$ cat src/rtl/tile_scheduler.sv
// rtl/tile_scheduler.sv - layer tile sequencer for the systolic array
//
// Walks a layer as n_tiles output-channel tiles, each made of k_tiles
// reduction tiles. Issues one ctrl_start per (n,k) tile, flags the first K
// tile with acc_clr, and runs a writeback after the last K tile of each N tile.
//
// Ports:
//   clk, rst                 clock, synchronous active-high reset
//   cfg_valid/cfg_ready      layer config handshake (accepted only when idle)
//   cfg_k_tiles/cfg_n_tiles  tile counts, 0 is treated as 1
//   ctrl_start, acc_clr      start pulse to array controller, overwrite flag
//   ctrl_ready               array controller idle/ready
//   wb_start, wb_done        writeback engine start pulse / finished pulse
//   k_idx, n_idx             current tile indices
//   busy, done               not idle / layer complete pulse
module tile_scheduler #(
  parameter int CNT_W = 8
) (
  input  logic             clk,
  input  logic             rst,
  input  logic             cfg_valid,
  input  logic [CNT_W-1:0] cfg_k_tiles,
  input  logic [CNT_W-1:0] cfg_n_tiles,
  output logic             cfg_ready,
  output logic             ctrl_start,
  input  logic             ctrl_ready,
  output logic             acc_clr,
  output logic             wb_start,
  input  logic             wb_done,
  output logic [CNT_W-1:0] k_idx,
  output logic [CNT_W-1:0] n_idx,
  output logic             busy,
  output logic             done
);

  typedef enum logic [2:0] {
    S_IDLE, S_ISSUE, S_ACK, S_RUN, S_WB, S_WB_WAIT, S_FIN
  } state_t;

  state_t           state, state_n;
  logic [CNT_W-1:0] k_last, n_last, k_last_n, n_last_n;
  logic [CNT_W-1:0] k_n, n_n;
  logic             ctrl_start_n, acc_clr_n;

  always_ff @(posedge clk) begin
    if (rst) begin
      state      <= S_IDLE;
      k_last     <= '0;
      n_last     <= '0;
      k_idx      <= '0;
      n_idx      <= '0;
      ctrl_start <= 1'b0;
      acc_clr    <= 1'b0;
      wb_start   <= 1'b0;
      done       <= 1'b0;
      cfg_ready  <= 1'b1;
      busy       <= 1'b0;
    end else begin
      state      <= state_n;
      k_last     <= k_last_n;
      n_last     <= n_last_n;
      k_idx      <= k_n;
      n_idx      <= n_n;
      ctrl_start <= ctrl_start_n;
      acc_clr    <= acc_clr_n;
      // Single-cycle states, so these are naturally one-cycle pulses.
      wb_start   <= (state_n == S_WB);
      done       <= (state_n == S_FIN);
      cfg_ready  <= (state_n == S_IDLE);
      busy       <= (state_n != S_IDLE);
    end
  end

  always_comb begin
    state_n      = state;
    k_last_n     = k_last;
    n_last_n     = n_last;
    k_n          = k_idx;
    n_n          = n_idx;
    ctrl_start_n = 1'b0;
    acc_clr_n    = 1'b0;
    case (state)
      S_IDLE: begin
        if (cfg_valid) begin
          // Stored as last index so a count of 0 behaves like 1.
          k_last_n = (cfg_k_tiles == '0) ? '0 : cfg_k_tiles - CNT_W'(1);
          n_last_n = (cfg_n_tiles == '0) ? '0 : cfg_n_tiles - CNT_W'(1);
          k_n      = '0;
          n_n      = '0;
          state_n  = S_ISSUE;
        end
      end
      S_ISSUE: begin
        if (ctrl_ready) begin
          ctrl_start_n = 1'b1;
          acc_clr_n    = (k_idx == '0);
          state_n      = S_ACK;
        end
      end
      S_ACK: begin
        // Controller acknowledges a start by dropping ready.
        if (!ctrl_ready) state_n = S_RUN;
      end
      S_RUN: begin
        if (ctrl_ready) begin
          if (k_idx == k_last) begin
            state_n = S_WB;
          end else begin
            k_n     = k_idx + CNT_W'(1);
            state_n = S_ISSUE;
          end
        end
      end
      S_WB: state_n = S_WB_WAIT;
      S_WB_WAIT: begin
        if (wb_done) begin
          if (n_idx == n_last) begin
            state_n = S_FIN;
          end else begin
            n_n     = n_idx + CNT_W'(1);
            k_n     = '0;
            state_n = S_ISSUE;
          end
        end
      end
      S_FIN:   state_n = S_IDLE;
      default: state_n = S_IDLE;
    endcase
  end

endmodule

$ cat config.mk
export PLATFORM = sky130hd
export DESIGN_NAME = tile_scheduler
export DESIGN_NICKNAME = d
export VERILOG_FILES = /design/src/rtl/tile_scheduler.sv
export SDC_FILE = /design/constraint.sdc
export NUM_CORES = 1
export LEC_CHECK = 0
export ABC_AREA = 1
export CORE_UTILIZATION = 55
export DETAILED_ROUTE_END_ITERATION = 8
export PLACE_DENSITY = 0.92
export SLEW_MARGIN = 20
export SYNTH_ARGS = -nofsm -noshare
export SYNTH_HDL_FRONTEND = slang
export SYNTH_SLANG_ARGS = --single-unit
export TNS_END_PERCENT = 1
$ cat constraint.sdc
create_clock -name clk -period 4.5 [get_ports clk]
set_clock_uncertainty 0.15 [all_clocks]
set_input_delay 1.125 -clock clk [delete_from_list [all_inputs] [get_ports clk]]
set_output_delay 1.125 -clock clk [all_outputs]
set_load 0.05 [all_outputs]
==> results.toml <==
[route]
via_count = 2611
vias_per_cell = 5.32
drcViolationCount = 0
drt.antenna.violating_nets = 0
drt_iter0_markers = 183
wl_per_cell_um = 11.9
wirelength_um = 5850
first_pass_iters = 5

[yosys]
ys_ff_latch = 41
synth_top_flop_cell = "dfxtp_1"
avgSynthCellArea_um2 = 6.30
yosys-top-cells-area = "dfxtp_1, nand2_1, inv_1, a21oi_1, nand3_1"
ys_types = 25
yosysMostFrequentCell = "nand2_1"
syn_area_um2 = 2470
postSynthCellCount = 393
yosys.area.top_type = "dfxtp_1"
syn_nets = 419
synth_common_cells = "nand2_1, inv_1, dfxtp_1"
synth_warnings = 0
synth_top_area_share_pct = 33.2
synth_edf_count = 0
synthArstFlopShare_pct = 0
synth-seq-area-share_pct = 33.2

[global_routing]
overflow = 0
grt_start_max_net_pins = 31
first_global_vias = 2331
grt_pass1_wl_um = 9720
antenna_found_initial = 0
grt_usage_pct = 24.8

[floorplanning]
rows = 24
io_pins = 43
core_um2 = 4350
die-area_um2 = 4770
initial_core_util_pct = 56.8
die_x_um = 69.1
die_y_um = 69.1

[sta]
maxSlewViolCount = 0
tns_ns = 0
rsz0062_at_grt = "no"
min_period_ns = 2.95
max_clock_freq_mhz = 339
setup_viol = 0
fin_crit_sh_pct = 65.6
hold_viol_final = 0
tightest_slew_ns = 0.512
relSlewSlack_pct = 65.8

[clock_network]
cts_hold_buffers = 0
cts-buffers-inserted = 5
cts.sinks = 41
cts_setup_buffers = 0
clk_pin_slew_ns = 0.07
clockBufferDepth = 2
cts-root-buf = "clkbuf_8"
clk_latency_ns = 0.30
h-tree-depth = 2
post_cts_resized = 0
cts_tree = "built"

[power_and_ir_drop]
clkPwrFrac_pct = 26.4
p_seq_share_pct = 45.1
power.switching_uw = 311
p_leak_uw = 0.00133
ir_drop_uv = 134
comb_power_share_pct = 28.5
switching_share_pct = 34.1
internal-power_uw = 600
p_total_uw = 911
power_density_nw_per_um2 = 300

[outcome]
outcome = "completed"

[run]
drv_cap = 0

[placement]
dp_hpwl_um = 4220
port-buffer-count = 42
gp_congestion = 0.866

[setup_path]
path_cells = "clkdlybuf4s50_1"
r2r_slack_ns = 2.61
path_class = "register to output pin"
crit_fanout = 8
worst_setup_path_end_kind = "output pin"
crit_required_ns = 3.22
slowest_delay_ns = 0.87
crit_family = "buffers and inverters"
cp.buffers_inverters = 1
arrival_ns = 1.68
start_kind = "register"
crit_slowest_cell = "clkdlybuf4s50_1"

[layout]
antennaDiodeCount = 0
synthToLayoutAreaGrowth_pct = 22.8
num-nets-final = 465
drive_gt1_share_pct = 6.61

[hold_path]
hp-class = "register to register"
## per-stage QoR
stage	utilization, %	instances	hold WS (ns)	area, um2	worst slack [ns]
floorplan	-	393	0.308	2470	2.17
global placement	67.8	484	0.319	2950	1.66
detailed placement	67.8	484	0.320	2950	1.56
CTS	69.8	491	0.332	3040	1.56
global route	69.8	491	0.358	3040	1.52
finish	69.8	491	0.336	3040	1.55
## final timing paths
check                                 end  depth (start not counted)  startpoint
worst max-delay path             k_idx[2]                          1    k_idx[2]
worst min-delay path            n_last[6]                          2   n_last[6]
worst max register to register   k_idx[2]                         12    k_idx[3]
worst min register to register  n_last[6]                          2   n_last[6]
## cells by family after synthesis
logic type | synth area share [%]
xor gates and xnor gates | 7.08
adders and majority gates | 2.53
AOI/OAI and AO/OA | 7.48
and+or+nand+nor | 39.6
buffers and inverters | 10.2
DFF | 33.2
## power groups by stage
stage	clock network [uW]	registers (uW)	logic [uW]
3_3_place_gp	0	418	247
3_5_place_dp	0	419	257
4_1_cts	245	410	258
6_report	241	411	259
2_1_floorplan	0	447	148
5_1_grt	261	414	287
## layer usage
metal  global-route usage (%)  routed length (um)  share of wire, %  up-vias
met4                     13.2                 104               1.8        0
met1                     28.3                2480                42     1176
met5                        0                   0                 0        -
li1                         -                   -                 -     1318
met2                     43.9                2920                50      106
met3                     4.39                 346               5.9       11
## state kept, by name, indices dropped and copies added, names as in the netlist, 3 cells and up
name,flops
k_idx,8
k_last,8
n_idx,8
n_last,8
state,3
## cell usage in the layout, fill, tap and decap left out
| cell | instances |
|---|---|
| o21ai_0 | 2 |
| nor2_2 | 3 |
| o21ai_2 | 1 |
| nor2_1 | 36 |
| xor2_1 | 15 |
| buf_4 | 1 |
| inv_1 | 57 |
| dfxtp_1 | 41 |
| inv_2 | 6 |
| ha_1 | 5 |
| xnor2_1 | 5 |
| nand4_1 | 9 |
| o22ai_1 | 1 |
| nand3b_1 | 1 |
| nor3b_1 | 1 |
| clkdlybuf4s50_1 | 42 |
| or2_2 | 3 |
| nand3_4 | 1 |
| clkbuf_8 | 6 |
| nand2_2 | 5 |
| nor3_1 | 7 |
| a21oi_1 | 32 |
| nand2_1 | 125 |
| nor4_1 | 1 |
| clkbuf_1 | 1 |
| nand3_1 | 29 |
| nand3_2 | 2 |
| nand2_4 | 1 |
## final cells by class
| cell class | instances | area [um2] |
|---|---|---|
| fill | 373 | 1320 |
| timing repair buffer | 43 | 428 |
| sequential | 41 | 821 |
| clock buffer | 7 | 86.3 |
| tap | 52 | 65.1 |
| multi-input combinational | 285 | 1400 |
| inverter | 63 | 236 |
Note: power is estimated with default switching activity, not from simulation.
